[src/rtl/ctrl_pkg.sv]
// Shared encodings for the multi-cycle control FSM: states, PC source select,
// MDU operation and the bit positions of the instruction class register.
package ctrl_pkg;

    typedef enum logic [2:0] {
        ST_FETCH  = 3'd0,
        ST_DECODE = 3'd1,
        ST_EXEC   = 3'd2,
        ST_MEM    = 3'd3,
        ST_WB     = 3'd4,
        ST_MDU    = 3'd5,
        ST_TRAP   = 3'd6
    } state_t;

    typedef enum logic [1:0] {
        PC_SRC_PC4 = 2'd0,
        PC_SRC_BR  = 2'd1,
        PC_SRC_J   = 2'd2,
        PC_SRC_RS  = 2'd3
    } pc_src_t;

    typedef enum logic {
        MDU_OP_MULT = 1'b0,
        MDU_OP_DIV  = 1'b1
    } mdu_op_t;

    localparam int CLS_W      = 9;
    localparam int CLS_ALU    = 0;
    localparam int CLS_LOAD   = 1;
    localparam int CLS_STORE  = 2;
    localparam int CLS_BRANCH = 3;
    localparam int CLS_JAL    = 4;
    localparam int CLS_JR     = 5;
    localparam int CLS_MULT   = 6;
    localparam int CLS_DIV    = 7;
    localparam int CLS_MFHILO = 8;

    function automatic logic [CLS_W-1:0] cls_oh(input int idx);
        logic [CLS_W-1:0] v;
        v = '0;
        v[idx] = 1'b1;
        return v;
    endfunction

    function automatic logic is_onehot(input logic [CLS_W-1:0] f);
        return (f != '0) && ((f & (f - CLS_W'(1))) == '0);
    endfunction

endpackage

[src/rtl/mc_ctrl_fsm_mdu_wait_counter.sv]
// Down-counter that times the MULT/DIV wait: loaded on MDU start, decremented
// once per wait cycle, and flags zero on the cycle the result is ready.
module mdu_wait_counter #(
    parameter int CNT_W = 5
) (
    input  logic             clk_i,
    input  logic             rst_n_i,
    input  logic             load_i,
    input  logic [CNT_W-1:0] load_val_i,
    input  logic             dec_i,
    output logic             zero_o
);

    logic [CNT_W-1:0] count_q;
    logic [CNT_W-1:0] count_d;

    always_comb begin
        count_d = count_q;
        if (load_i) begin
            count_d = load_val_i;
        end else if (dec_i && (count_q != '0)) begin
            count_d = count_q - CNT_W'(1);
        end
    end

    always_ff @(posedge clk_i or negedge rst_n_i) begin
        if (!rst_n_i) begin
            count_q <= '0;
        end else begin
            count_q <= count_d;
        end
    end

    assign zero_o = (count_q == '0);

endmodule

[src/rtl/mc_ctrl_fsm.sv]
// Multi-cycle control FSM: sequences FETCH/DECODE/EXEC/MEM/WB with memory
// handshakes and a timed MULT/DIV wait, driving the datapath enables.
module mc_ctrl_fsm
    import ctrl_pkg::*;
#(
    parameter int MULT_CYCLES = 5,
    parameter int DIV_CYCLES  = 10
) (
    input  logic       clk,
    input  logic       reset,
    input  logic       imem_ready,
    input  logic       dmem_ready,
    input  logic       cls_alu,
    input  logic       cls_load,
    input  logic       cls_store,
    input  logic       cls_branch,
    input  logic       cls_jal,
    input  logic       cls_jr,
    input  logic       cls_mult,
    input  logic       cls_div,
    input  logic       cls_mfhilo,
    input  logic       branch_taken,
    output logic       ir_write,
    output logic       pc_write,
    output logic [1:0] pc_src,
    output logic       grf_write,
    output logic       dm_read,
    output logic       dm_write,
    output logic       mdu_start,
    output logic       mdu_op,
    output logic       hilo_write,
    output logic [2:0] state,
    output logic       illegal
);

    localparam int MAX_CYCLES = (MULT_CYCLES > DIV_CYCLES) ? MULT_CYCLES : DIV_CYCLES;
    localparam int CNT_W      = $clog2(MAX_CYCLES) + 1;

    state_t           state_q, state_d;
    logic [CLS_W-1:0] class_q, class_d;
    logic             illegal_q, illegal_d;
    logic [CLS_W-1:0] flags;

    logic             cnt_load, cnt_dec, cnt_zero;
    logic [CNT_W-1:0] cnt_load_val;

    logic             ir_write_c, pc_write_c, grf_write_c, dm_read_c, dm_write_c;
    logic             mdu_start_c, hilo_write_c;
    pc_src_t          pc_src_c;
    mdu_op_t          mdu_op_c;

    assign flags = {cls_mfhilo, cls_div, cls_mult, cls_jr, cls_jal,
                    cls_branch, cls_store, cls_load, cls_alu};

    always_comb begin
        state_d      = state_q;
        class_d      = class_q;
        illegal_d    = illegal_q;
        cnt_load     = 1'b0;
        cnt_load_val = '0;
        cnt_dec      = 1'b0;
        ir_write_c   = 1'b0;
        pc_write_c   = 1'b0;
        pc_src_c     = PC_SRC_PC4;
        grf_write_c  = 1'b0;
        dm_read_c    = 1'b0;
        dm_write_c   = 1'b0;
        mdu_start_c  = 1'b0;
        mdu_op_c     = MDU_OP_MULT;
        hilo_write_c = 1'b0;

        case (state_q)
            ST_FETCH: begin
                if (imem_ready) begin
                    ir_write_c = 1'b1;
                    pc_write_c = 1'b1;
                    state_d    = ST_DECODE;
                end
            end
            ST_DECODE: begin
                class_d = flags;
                if (!is_onehot(flags)) begin
                    state_d   = ST_TRAP;
                    illegal_d = 1'b1;
                end else if (cls_jal) begin
                    pc_write_c  = 1'b1;
                    pc_src_c    = PC_SRC_J;
                    grf_write_c = 1'b1;
                    state_d     = ST_FETCH;
                end else if (cls_jr) begin
                    pc_write_c = 1'b1;
                    pc_src_c   = PC_SRC_RS;
                    state_d    = ST_FETCH;
                end else begin
                    state_d = ST_EXEC;
                end
            end
            ST_EXEC: begin
                case (class_q)
                    cls_oh(CLS_ALU), cls_oh(CLS_MFHILO): state_d = ST_WB;
                    cls_oh(CLS_LOAD), cls_oh(CLS_STORE): state_d = ST_MEM;
                    cls_oh(CLS_BRANCH): begin
                        pc_write_c = branch_taken;
                        pc_src_c   = PC_SRC_BR;
                        state_d    = ST_FETCH;
                    end
                    // Counter is preloaded with N-1 so the MDU state lasts exactly N cycles.
                    cls_oh(CLS_MULT): begin
                        mdu_start_c  = 1'b1;
                        mdu_op_c     = MDU_OP_MULT;
                        cnt_load     = 1'b1;
                        cnt_load_val = CNT_W'(MULT_CYCLES - 1);
                        state_d      = ST_MDU;
                    end
                    cls_oh(CLS_DIV): begin
                        mdu_start_c  = 1'b1;
                        mdu_op_c     = MDU_OP_DIV;
                        cnt_load     = 1'b1;
                        cnt_load_val = CNT_W'(DIV_CYCLES - 1);
                        state_d      = ST_MDU;
                    end
                    default: begin
                        state_d   = ST_TRAP;
                        illegal_d = 1'b1;
                    end
                endcase
            end
            ST_MEM: begin
                if (class_q[CLS_LOAD]) begin
                    dm_read_c = 1'b1;
                    if (dmem_ready) state_d = ST_WB;
                end else if (class_q[CLS_STORE]) begin
                    dm_write_c = 1'b1;
                    if (dmem_ready) state_d = ST_FETCH;
                end else begin
                    state_d   = ST_TRAP;
                    illegal_d = 1'b1;
                end
            end
            ST_WB: begin
                grf_write_c = 1'b1;
                state_d     = ST_FETCH;
            end
            ST_MDU: begin
                if (cnt_zero) begin
                    hilo_write_c = 1'b1;
                    state_d      = ST_FETCH;
                end else begin
                    cnt_dec = 1'b1;
                end
            end
            ST_TRAP: illegal_d = 1'b1;
            default: begin
                state_d   = ST_TRAP;
                illegal_d = 1'b1;
            end
        endcase
    end

    always_ff @(posedge clk or negedge reset) begin
        if (!reset) begin
            state_q   <= ST_FETCH;
            class_q   <= '0;
            illegal_q <= 1'b0;
        end else begin
            state_q   <= state_d;
            class_q   <= class_d;
            illegal_q <= illegal_d;
        end
    end

    mdu_wait_counter #(
        .CNT_W(CNT_W)
    ) u_mdu_wait_counter (
        .clk_i      (clk),
        .rst_n_i    (reset),
        .load_i     (cnt_load),
        .load_val_i (cnt_load_val),
        .dec_i      (cnt_dec),
        .zero_o     (cnt_zero)
    );

    // FETCH decodes imem_ready combinationally, so gate everything while in reset.
    assign ir_write   = reset & ir_write_c;
    assign pc_write   = reset & pc_write_c;
    assign pc_src     = reset ? pc_src_c : PC_SRC_PC4;
    assign grf_write  = reset & grf_write_c;
    assign dm_read    = reset & dm_read_c;
    assign dm_write   = reset & dm_write_c;
    assign mdu_start  = reset & mdu_start_c;
    assign mdu_op     = reset ? mdu_op_c : MDU_OP_MULT;
    assign hilo_write = reset & hilo_write_c;
    assign state      = state_q;
    assign illegal    = reset & illegal_q;

endmodule
[config.mk]
export PLATFORM = sky130hd
export DESIGN_NAME = mc_ctrl_fsm
export DESIGN_NICKNAME = d
export VERILOG_FILES = /design/src/rtl/ctrl_pkg.sv /design/src/rtl/mc_ctrl_fsm_mdu_wait_counter.sv /design/src/rtl/mc_ctrl_fsm.sv
export SDC_FILE = /design/constraint.sdc
export NUM_CORES = 1
export LEC_CHECK = 0
export CAP_MARGIN = 40
export CORE_UTILIZATION = 51
export DETAILED_ROUTE_END_ITERATION = 10
export PLACE_DENSITY = 0.8
export SLEW_MARGIN = 40
export SYNTH_ARGS = -nofsm -noshare
export SYNTH_HDL_FRONTEND = slang
export SYNTH_SLANG_ARGS = --single-unit
export TNS_END_PERCENT = 1
[constraint.sdc]
create_clock -name clk -period 2.6 [get_ports clk]
set_clock_uncertainty 0.15 [all_clocks]
set_input_delay 0.39 -clock clk [delete_from_list [all_inputs] [get_ports clk]]
set_output_delay 0.39 -clock clk [all_outputs]
set_load 0.03 [all_outputs]
# Word-level counts from Yosys, hierarchy flattened
# Index checks and enable logic that the tools add are counted.
# classes
add_sub_neg	2
eq_ne	21
n_mux	50
n_bitwise	11
n_reduce_logical	15
# ops
operator	n
2-to-1 mux 1 bit	27
2-to-1 mux 3 bit	7
one-hot mux 3 bit (7 select lines)	1
2-to-1 mux 2 bit	6
!= test 2 bit (second input constant)	6
one-hot mux 3 bit (4 select lines)	1
2-to-1 mux 5 bit	2
AND reduction 5 bit	2
AND 9 bit	1
equality test 3 bit (second input constant)	3
equality test 9 x 1 -> 1 bit (second input constant)	1
equality test 9 x 2 -> 1 bit (second input constant)	1
equality test 9 x 3 -> 1 bit (second input constant)	1
equality test 9 x 4 -> 1 bit (second input constant)	1
equality test 9 x 7 -> 1 bit (second input constant)	1
equality test 9 x 8 -> 1 bit (second input constant)	1
equality test 9 bit (second input constant)	1
zero test 9 bit	1
nonzero test 9 bit	1
subtractor 9 x 1 -> 9 bit (second input constant)	1
AND 1 bit	8
one-hot mux 4 bit (2 select lines)	1
OR reduction 7 bit	1
equality test 3 x 2 -> 1 bit (second input constant)	2
other kinds (16)	21
# totals
regBits	18
word_cells	103

# Longest topological paths before layout
# Gate-level depths: netlist of the first run.
# logic_depth
depth_word	7
depth_mapped	7

# Hierarchy
# Synthesis of the first run repeated with hierarchy kept, for this count alone.
# unflattened
cells_unflattened	158
hier_area_um2	1361.3
# by_module_without_submodules
mod	n_inst	cells_per_inst	area_per_inst_um2
mc_ctrl_fsm	1	126	1061.0
mdu_wait_counter	1	32	300.3

# Worst setup path after synthesis of the first run
# OpenSTA, ideal clock, no wires.
# synth_path
kind	register to output
from	reg state_q[0], in the netlist state[0]
to	out pc_src[0]
arrival_ps	2545
required_time_ps	2060
setup_slack_ps	-485
stages_incl_launch_ff	7
path_cell_list	dfrtp_1 > nor2b_1 > nor2b_1 > clkbuf_1 > clkbuf_1 > nand2_1 > o41ai_1
# synth_via
elab_chain_cells	3
elab_cells_between_ends	4
classes_between	eq/ne (2); mux (2)
# synth_rtl
element	line_no	text
from (decl)	mc_ctrl_fsm.sv:39	state_t state_q, state_d;
from (signal assigned)	mc_ctrl_fsm.sv:166	state_q <= state_d;
equality test 3 x 2 -> 1 bit or equality test 3 x 1 -> 1 bit (tied branches)	mc_ctrl_fsm.sv:72	case (state_q)
one-hot mux 2 bit (2 select lines) *	mc_ctrl_fsm.sv:72	
2-to-1 mux 2 bit *	mc_ctrl_fsm.sv:186	assign pc_src = reset ? pc_src_c : PC_SRC_PC4;
to (decl)	mc_ctrl_fsm.sv:25	output logic [1:0] pc_src,
# Mark *: on every way between the ends. The rest lies on a longest branch, timed or not.

# Final worst setup path of the first run
# layout_path
from	reg class_q[5]
to	out mdu_op
# layout_via
elab_chain_cells	4
# layout_rtl
element	line_no	text
from (decl)	mc_ctrl_fsm.sv:40	logic [CLS_W-1:0] class_q, class_d;
from (signal assigned)	mc_ctrl_fsm.sv:167	class_q <= class_d;
equality test 9 x 8 -> 1 bit	mc_ctrl_fsm.sv:99	case (class_q)
2-to-1 mux 1 bit	mc_ctrl_fsm.sv:99	
2-to-1 mux 1 bit	mc_ctrl_fsm.sv:72	
2-to-1 mux 1 bit	mc_ctrl_fsm.sv:191	assign mdu_op = reset ? mdu_op_c : MDU_OP_MULT;
to (decl)	mc_ctrl_fsm.sv:30	output logic mdu_op,
# Every way passes these cells.

==> results of run 1 <==
[final timing paths]
check / from / to / slack, ns / depth (start not counted)
worst max-delay path: class_q[5] / mdu_op / -0.12 / 5
worst min-delay path: cls_alu / class_q[0] / 0.29 / 3
worst max register to register: u_mdu_wait_counter.count_q[0] / state[1] / 0.28 / 7
worst min register to register: illegal_q / illegal_q / 0.35 / 1
max in group asynchronous: reset / class_q[7] / 1.65 / 3
min in group asynchronous: reset / u_mdu_wait_counter.count_q[1] / 0.45 / 2
[kinds of logic after synthesis]
group | after synthesis | synth area share (%)
xor+xnor | 7 | 4.31
simple gates | 80 | 32.5
mux | 6 | 4.74
compound gates | 38 | 19.6
fa+ha+maj | 3 | 2.46
flops | 18 | 31.6
buf+inv | 17 | 4.75
[registers in the layout, indices dropped and copies added (netlist names)]
register / count
state: 3
illegal_q: 1
u_mdu_wait_counter.count_q: 5
class_q: 9
[synthesized netlist by cell type (2+ instances only)]
library cell | count | area, sq um
dfrtp_1 | 18 | 450
nor2_1 | 17 | 63.8
nand2_1 | 12 | 45.0
o21ai_0 | 12 | 60.1
clkbuf_1 | 8 | 30.0
inv_1 | 7 | 26.3
nor3_1 | 7 | 35.0
mux2_2 | 6 | 67.6
nand2b_1 | 6 | 37.5
nor4b_1 | 5 | 43.8
and2_1 | 4 | 25.0
nand4_1 | 4 | 25.0
xor2_1 | 4 | 35.0
a21oi_1 | 3 | 15.0
nor2b_1 | 3 | 18.8
or2_2 | 3 | 18.8
or3_1 | 3 | 18.8
xnor2_1 | 3 | 26.3
a211oi_1 | 2 | 15.0
a21o_1 | 2 | 15.0
and3_1 | 2 | 12.5
ha_1 | 2 | 25.0
nor4_1 | 2 | 12.5
o211ai_1 | 2 | 15.0
o22ai_1 | 2 | 12.5
or4_1 | 2 | 15.0
or4_4 | 2 | 22.5
[what timing repair did]
item | CTS | global route
resized for setup | 23 | 4
setup endpoints to repair | 6 | 7
pin swaps | 10 | 0
[worst max-delay path: cells and delay by family, from the launching register on]
kind | cells | cell delay, ns
buf+inv | 1 | 0.13
flops | 1 | 0.42
simple gates | 4 | 1.33
[report_power, final]
| part | internal, mW | switching, mW | leakage (nW) |
|---|---|---|---|
| registers | 0.280 | 0 | 0.220 |
| clock network | 0.0855 | 0.0987 | 0.0210 |
| logic | 0.0379 | 0.0345 | 0.601 |
| total | 0.403 | 0.133 | 0.842 |
[layout by cell type, fill, tap and decap left out, types with 3 or more instances in the layout]
master	count
xor2_1	4
mux2_2	6
and2_1	3
inv_1	7
dfrtp_1	18
nor3_1	6
a21oi_1	3
nor2_1	16
o21ai_0	11
xnor2_1	3
nand2_1	11
buf_4	33
clkdlybuf4s50_1	10
nand4_1	4
clkbuf_4	3
nor4b_1	4
nand2b_1	6
or4_4	3
[per-stage QoR]
step	setup slack (ns)	utilization (%)
final	-0.120	75.5
after global routing	-0.178	75.5
after CTS	-0.110	74.9
after detailed placement	-0.395	72.1
after global placement	-0.328	72.1
after floorplan	-0.141	-
[metal layers]
metal	global-route usage, %	part of all wire (%)
met4	14.5	2.2
met3	4.72	4.3
met1	36.0	43
met5	0	0
met2	49.6	51
[final cells by class]
| class | instances | area, sq um | area share (%) |
|---|---|---|---|
| Tap cell | 30 | 37.5 | 1.94 |
| Inverter | 7 | 26.3 | 1.36 |
| Timing Repair Buffer | 51 | 420 | 21.7 |
| Multi-Input combinational cell | 134 | 967 | 49.9 |
| Sequential cell | 18 | 450 | 23.2 |
| Clock buffer | 4 | 36.3 | 1.87 |
==> flow_metrics.tcl, run 1 <==
set metrics [dict create \
    drive_gt1_share_pct 31.8 \
    cts_setup_buffers 0 \
    outcome "complete, but fails checks" \
    area_growth_pct 36.1 \
    postRouteAntennaNets 0 \
    io_pins 28 \
    num_rows 18 \
    critPathMostFrequentCell "or4_4" \
    clock-sinks 18 \
    tightest_slew_ns 0.662 \
    setup_viol 3 \
    core_sq_um 2570 \
    stdcell_area_sq_um 1940 \
    io_buffers 27 \
    netlist_instances 169 \
    postSynth.topFlopCell "dfrtp_1" \
    drc 0 \
    grt_max_degree 20 \
    synth_seq_cells 18 \
    vias 1471 \
    async_flop_share_pct 100 \
    wl_per_cell_um 16.0 \
    leakage_nw 0.842 \
    insertedDiodeCount 0 \
    cts_tree "done" \
    timing.final.hold_violations 0 \
    synthesis.area_sq_um 1420 \
    rsz0062_at_grt "true" \
    die_area_sq_um 3010 \
    clk_path_buf_depth 2 \
    slew-limit-headroom_pct 55.2 \
    crit_arrival_ns 2.18 \
    crit_required_ns 2.06 \
    hold_class "input port to flop" \
    p_per_area_nw_per_um2 277 \
    violations "setup timing" \
    grt_pass1_wl_um 6280 \
    stdcell_count 244 \
    die_y_um 54.8 \
    period_needed_ns 2.72 \
    clk_pin_slew_ns 0.11 \
    hpwl_um 3000 \
    first_pass_iters 5 \
    slowest_delay_ns 0.54 \
    via_per_inst 6.03 \
    synth_nets 185 \
    grt_use_total_pct 29.5 \
    fmax_mhz 368 \
    final_nets 231 \
    ir_worst_vdd_uv 263 \
    whs_ns 0.288 \
    synth_seq_area_share_pct 31.6 \
    drt_iter0_drc 38 \
    overflow 0 \
    path_class "flop to output pin" \
    holdBufCountCts 0 \
    max_cap_violations 0 \
    finalMaxSlewViolations 0 \
    yosysWarningCount 0 \
    critPathMaxFanout 5 \
    synth_edf_count 0 \
    clockRootBuffer "clkbuf_4" \
    numCtsBuffers 3 \
    antenna_found_initial 0 \
    synth_cell_types 53 \
    path_cells "or4_4, or4_4, nor2_2, and3_1, buf_6" \
    fillCellCount 184 \
    end_kind "output pin" \
    syn_area_per_cell_sq_um 8.43 \
    initial_utilization_pct 55.5 \
    fin_setup_tns_ns -0.225 \
    dp.cells 240 \
    h-tree-depth 1 \
    grt_pass1_vias 1378 \
    total_power_mw 0.536 \
    crit_path_start_kind "flop" \
    dpl_cell_area_sq_um 1850 \
    worstSkewPairLatency_ns 0.30 \
    wirelength_um 3900 \
    fin_ws_ns -0.120 \
    gp_congestion 0.911 \
    die_w_um 54.8 \
    worst_path_max_delay_cell "or4_4" \
    period_share_pct 105 \
]
Power figures use the tool's default switching activity.
==> inputs of run 2 (changes only) <==
--- a/config.mk
+++ b/config.mk
@@ -6,9 +6,9 @@
 export NUM_CORES = 1
 export LEC_CHECK = 0
 export CAP_MARGIN = 40
-export CORE_UTILIZATION = 51
+export CORE_UTILIZATION = 45
 export DETAILED_ROUTE_END_ITERATION = 10
-export PLACE_DENSITY = 0.8
+export PLACE_DENSITY = 0.72
 export SLEW_MARGIN = 40
 export SYNTH_ARGS = -nofsm -noshare
 export SYNTH_HDL_FRONTEND = slang
==> run 2 against run 1 <==
Sequential cell count stayed put; setup slack better by 0.0039 ns; utilization is 11 points lower; clock power hardly changed; die area is 13% higher; sequential power hardly changed; clock-buffer cell count stayed put; power is 0.11% higher; the run still ends with setup timing left.
==> flow_metrics.tcl, run 2 (synthesis results as in run 1) <==
set metrics [dict create \
    outcome "complete, but fails checks" \
    violations "setup timing" \
    fin_setup_tns_ns -0.208 \
    hold_class "input port to asynchronous set/reset pin" \
    slowest_delay_ns 0.54 \
    overflow 0 \
    fin_ws_ns -0.117 \
    r2r_slack_ns 0.34 \
    gp_congestion 0.837 \
    drive_gt1_share_pct 31.3 \
    worst_path_max_delay_cell "or4_4" \
    vias 1471 \
    die_y_um 58.3 \
    postRouteAntennaNets 0 \
    initial_utilization_pct 47.0 \
    crit_arrival_ns 2.18 \
    hpwl_um 2940 \
    stdcell_count 255 \
    fillCellCount 266 \
    multi_input_area_sq_um 971 \
    slew-limit-headroom_pct 57.6 \
    grt_use_total_pct 24.2 \
    final_common_cell "buf_4" \
    clk_path_buf_depth 2 \
    wirelength_um 3820 \
    end_kind "output pin" \
    area_growth_pct 37.4 \
    holdBufCountCts 0 \
    tightest_slew_ns 0.628 \
    grt_pass1_wl_um 6320 \
    period_needed_ns 2.72 \
    clock-sinks 18 \
    largest_register "class_q" \
    grt_max_degree 27 \
    final_nets 228 \
    setup_viol 2 \
    antenna_found_initial 0 \
    insertedDiodeCount 0 \
    clockRootBuffer "clkbuf_4" \
    via_per_inst 5.77 \
    layout_common_cells "28 x buf_4, 18 x dfrtp_1, 16 x nor2_1" \
    h-tree-depth 1 \
    die_area_sq_um 3390 \
    dp.cells 250 \
    path_cells "or4_4, or4_4, nor2_2, and3_4, buf_6" \
    drt_iter0_drc 75 \
    wl_per_cell_um 15.0 \
    ir_worst_vdd_uv 229 \
    die_w_um 58.3 \
    io_pins 28 \
    cts_tree "done" \
    r2r-start "u_mdu_wait_counter.count_q[0]" \
    drc 0 \
    reg2regPathDepth 7 \
    ff_latch_area_sq_um 450 \
    critPathMostFrequentCell "or4_4" \
    critPathMaxFanout 5 \
    worstSkewPairLatency_ns 0.30 \
    core_sq_um 3030 \
    largest_register_ffs 9 \
    leakage_nw 0.838 \
    io_buffers 27 \
    grt_pass1_vias 1433 \
    num_rows 20 \
    numCtsBuffers 3 \
    p_per_area_nw_per_um2 274 \
    worstReg2RegEnd "u_mdu_wait_counter.count_q[3]" \
    clk_pin_slew_ns 0.12 \
    timing.final.hold_violations 0 \
    max_cap_violations 0 \
    period_share_pct 104 \
    finalMaxSlewViolations 0 \
    fmax_mhz 368 \
    crit_path_start_kind "flop" \
    rsz0062_at_grt "true" \
    crit_required_ns 2.06 \
    path_class "flop to output pin" \
    first_pass_iters 4 \
]
[run 2: changes by cell type in the layout (fill, tap and decap cells not counted), sizes merged]
cell          previous run  this run
dlygate4sd2              2         1
dlymetal6s2s             1         2
buf                     37        34
[run 2: per-layer routing]
| layer | routed length (um) | track usage (%) | vias up |
|---|---|---|---|
| li1 | - | - | 701 |
| met1 | 1570 | 29.8 | 722 |
| met2 | 2030 | 44.2 | 42 |
| met3 | 171 | 4.02 | 6 |
| met4 | 49 | 4.76 | 0 |
| met5 | 0 | 0 | - |
[run 2: cell type report]
| class | instances | share of cell area, % |
|---|---|---|
| clock buffer | 4 | 1.85 |
| sequential | 18 | 23.0 |
| timing repair buffer | 48 | 21.4 |
| tap | 44 | 2.81 |
| inverter | 7 | 1.34 |
| multi-input combinational | 134 | 49.6 |
[run 2: worst max-delay path, delay by kind of cell (launching register included)]
family | cells | cell delay (ns)
DFF | 1 | 0.41
buffers and inverters | 1 | 0.12
and+or+nand+nor | 4 | 1.35
[run 2: timing repair]
action / 4_1_cts / 5_1_grt
endpoints found under the setup margin: 6 / 7
buffers inserted: 1 / 0
gates resized for setup: 24 / 5
pin swaps: 12 / 1
endpoints found under the hold margin: 0 / 0
[run 2: through the flow]
step	cell area (sq um)	hold slack (ns)	util, %	setup slack [ns]	power, mW
floorplan	1430	-0.0556	-	-0.141	0.301
global placement	1850	0.315	61.1	-0.330	0.353
detailed placement	1850	0.328	61.1	-0.408	0.355
CTS	1940	0.270	64.2	-0.108	0.538
global route	1960	0.280	64.6	-0.197	0.558
finish	1960	0.266	64.6	-0.117	0.537
[run 2: power breakdown]
| group | internal [mW] | switching, mW |
|---|---|---|
| clock | 0.0854 | 0.101 |
| sequential | 0.280 | 0 |
| combinational | 0.0375 | 0.0330 |
| total | 0.403 | 0.134 |
[run 2: how the worst max path moves through the flow]
stage	start	end	slack [ns]	cells past startpoint
CTS	class_q[5]	mdu_op	-0.11	5
finish	class_q[5]	mdu_op	-0.12	5
global route	class_q[5]	mdu_op	-0.20	5
global placement	cls_load	pc_src[0]	-0.33	7
floorplan	state[0]	pc_src[1]	-0.14	6
detailed placement	cls_load	pc_src[0]	-0.41	7
==> inputs of run 3 (changes only) <==
--- a/config.mk
+++ b/config.mk
@@ -8,7 +8,7 @@
 export CAP_MARGIN = 40
 export CORE_UTILIZATION = 45
 export DETAILED_ROUTE_END_ITERATION = 10
-export PLACE_DENSITY = 0.72
+export PLACE_DENSITY = 0.71
 export SLEW_MARGIN = 40
 export SYNTH_ARGS = -nofsm -noshare
 export SYNTH_HDL_FRONTEND = slang
==> run 3 against run 2 <==
The run still ends with setup timing left; largest power group unchanged; combinational power is 0.6% lower; die area stayed put; highest routed layer unchanged; global-route usage is 0.23 points lower; design area is 1.0% lower.
==> flow_metrics.tcl, run 3 (synthesis results as in run 1) <==
set metrics [dict create \
    outcome "complete, but fails checks" \
    violations "setup timing" \
    leakage_nw 0.836 \
    final_common_cell "buf_4" \
    grt_pass1_vias 1380 \
    die_w_um 58.3 \
    crit_arrival_ns 2.15 \
    via_per_inst 5.79 \
    cts_tree "done" \
    fin_ws_ns -0.0855 \
    layout_common_cells "32 x buf_4, 18 x dfrtp_1, 16 x nor2_1" \
    end_kind "output pin" \
    fmax_mhz 372 \
    vias 1487 \
    grt_max_degree 20 \
    wirelength_um 3840 \
    clock-sinks 18 \
    p_comb_share_pct 13.3 \
    dp.cells 250 \
    initial_utilization_pct 47.0 \
    dpl_cell_area_sq_um 1840 \
    crit_required_ns 2.06 \
    die_area_sq_um 3390 \
    hpwl_um 2930 \
    wl_per_cell_um 15.0 \
    clk_pin_slew_ns 0.11 \
    grt_pass1_wl_um 6180 \
    p_per_area_nw_per_um2 272 \
    largest_register_ffs 9 \
    switchingPower_mw 0.126 \
    crit_path_start_kind "flop" \
    area_growth_pct 36.0 \
    clk_path_buf_depth 2 \
    tightest_slew_ns 0.701 \
    drt_iter0_drc 58 \
    power_frac_clock_pct 33.6 \
    final_nets 230 \
    multi_input_area_sq_um 962 \
    internal_power_mw 0.401 \
    stdcell_area_sq_um 1940 \
    largest_register "class_q" \
    switching_share_pct 23.9 \
    stdcell_count 257 \
    whs_ns 0.263 \
    setup_viol 4 \
    die_y_um 58.3 \
    place_ws_ns -0.414 \
    gp_congestion 0.882 \
    rsz0062_at_grt "true" \
    hold_class "input port to flop" \
    period_needed_ns 2.69 \
    clockRootBuffer "clkbuf_4" \
    first_pass_iters 4 \
    core_sq_um 3030 \
    slew-limit-headroom_pct 52.6 \
    ff_latch_area_sq_um 450 \
    path_class "flop to output pin" \
    h-tree-depth 1 \
    numCtsBuffers 3 \
    drive_gt1_share_pct 32.4 \
    timing.final.hold_violations 0 \
    critPathMaxFanout 5 \
    period_share_pct 103 \
    finalMaxSlewViolations 0 \
    io_pins 28 \
    insertedDiodeCount 0 \
    fin_util_pct 64.0 \
    antenna_found_initial 0 \
    overflow 0 \
    seq_power_share_pct 53.1 \
    drc 0 \
    max_cap_violations 0 \
    num_rows 20 \
    postRouteAntennaNets 0 \
    ir_worst_vdd_uv 195 \
    worstSkewPairLatency_ns 0.30 \
    grt_use_total_pct 23.9 \
    fillCellCount 264 \
    io_buffers 27 \
]
## run 3: cell types whose count changed in the layout (fill, tap and decap cells not counted), sizes merged
cell,delta
dlygate4sd2,+1
clkbuf,+3
clkdlybuf4s15,-1
dlymetal6s2s,-2
buf,+1
## run 3: metrics by stage
step / setup TNS (ns) / power [mW]
final: -0.190 / 0.527
after global routing: -0.509 / 0.544
after CTS: -0.295 / 0.527
after detailed placement: -1.43 / 0.350
after global placement: -1.07 / 0.348
after floorplan: -0.258 / 0.301
## run 3: cell type report
| type | count | share of cell area, % |
|---|---|---|
| Multi-Input combinational cell | 134 | 49.7 |
| Sequential cell | 18 | 23.3 |
| Timing Repair Buffer | 50 | 21.0 |
| Tap cell | 44 | 2.84 |
| Clock buffer | 4 | 1.87 |
| Inverter | 7 | 1.36 |
## run 3: repair_timing
action,in CTS,in global routing
buffers inserted,2,1
pin swaps,6,4
hold buffers,0,0
gates resized for setup,19,8
endpoints found under the setup margin,6,6
## run 3: worst paths after layout
check / end / cells after the start / startpoint / slack [ns]
min reg2reg: illegal_q / 1 / illegal_q / 0.36
min: class_q[1] / 4 / cls_load / 0.26
min in group asynchronous: state[0] / 2 / reset / 0.49
max in group asynchronous: u_mdu_wait_counter.count_q[1] / 2 / reset / 1.60
max: mdu_op / 5 / class_q[5] / -0.09
max reg2reg: u_mdu_wait_counter.count_q[3] / 8 / u_mdu_wait_counter.count_q[0] / 0.34
## run 3: critical path, cell delays in order (launching register included)
cell	delay (ns)
dfrtp_1	0.41
or4_4	0.54
or4_4	0.48
nor2_2	0.11
and3_1	0.18
buf_6	0.13
## run 3: power groups by stage
stage	combinational (mW)	clock, mW	sequential (mW)
3_3_place_gp	0.0631	0	0.285
6_report	0.0701	0.177	0.280
2_1_floorplan	0.0153	0	0.285
3_5_place_dp	0.0646	0	0.285
5_1_grt	0.0758	0.189	0.280
4_1_cts	0.0683	0.179	0.280
## run 3: layer usage
metal | track usage, % | wire, um | part of all wire (%) | vias up
met5 | 0 | 0 | 0 | -
met4 | 7.48 | 74 | 1.9 | 0
met1 | 29.7 | 1650 | 43 | 718
li1 | - | - | - | 711
met2 | 43.2 | 1950 | 51 | 48
met3 | 2.68 | 170 | 4.4 | 10
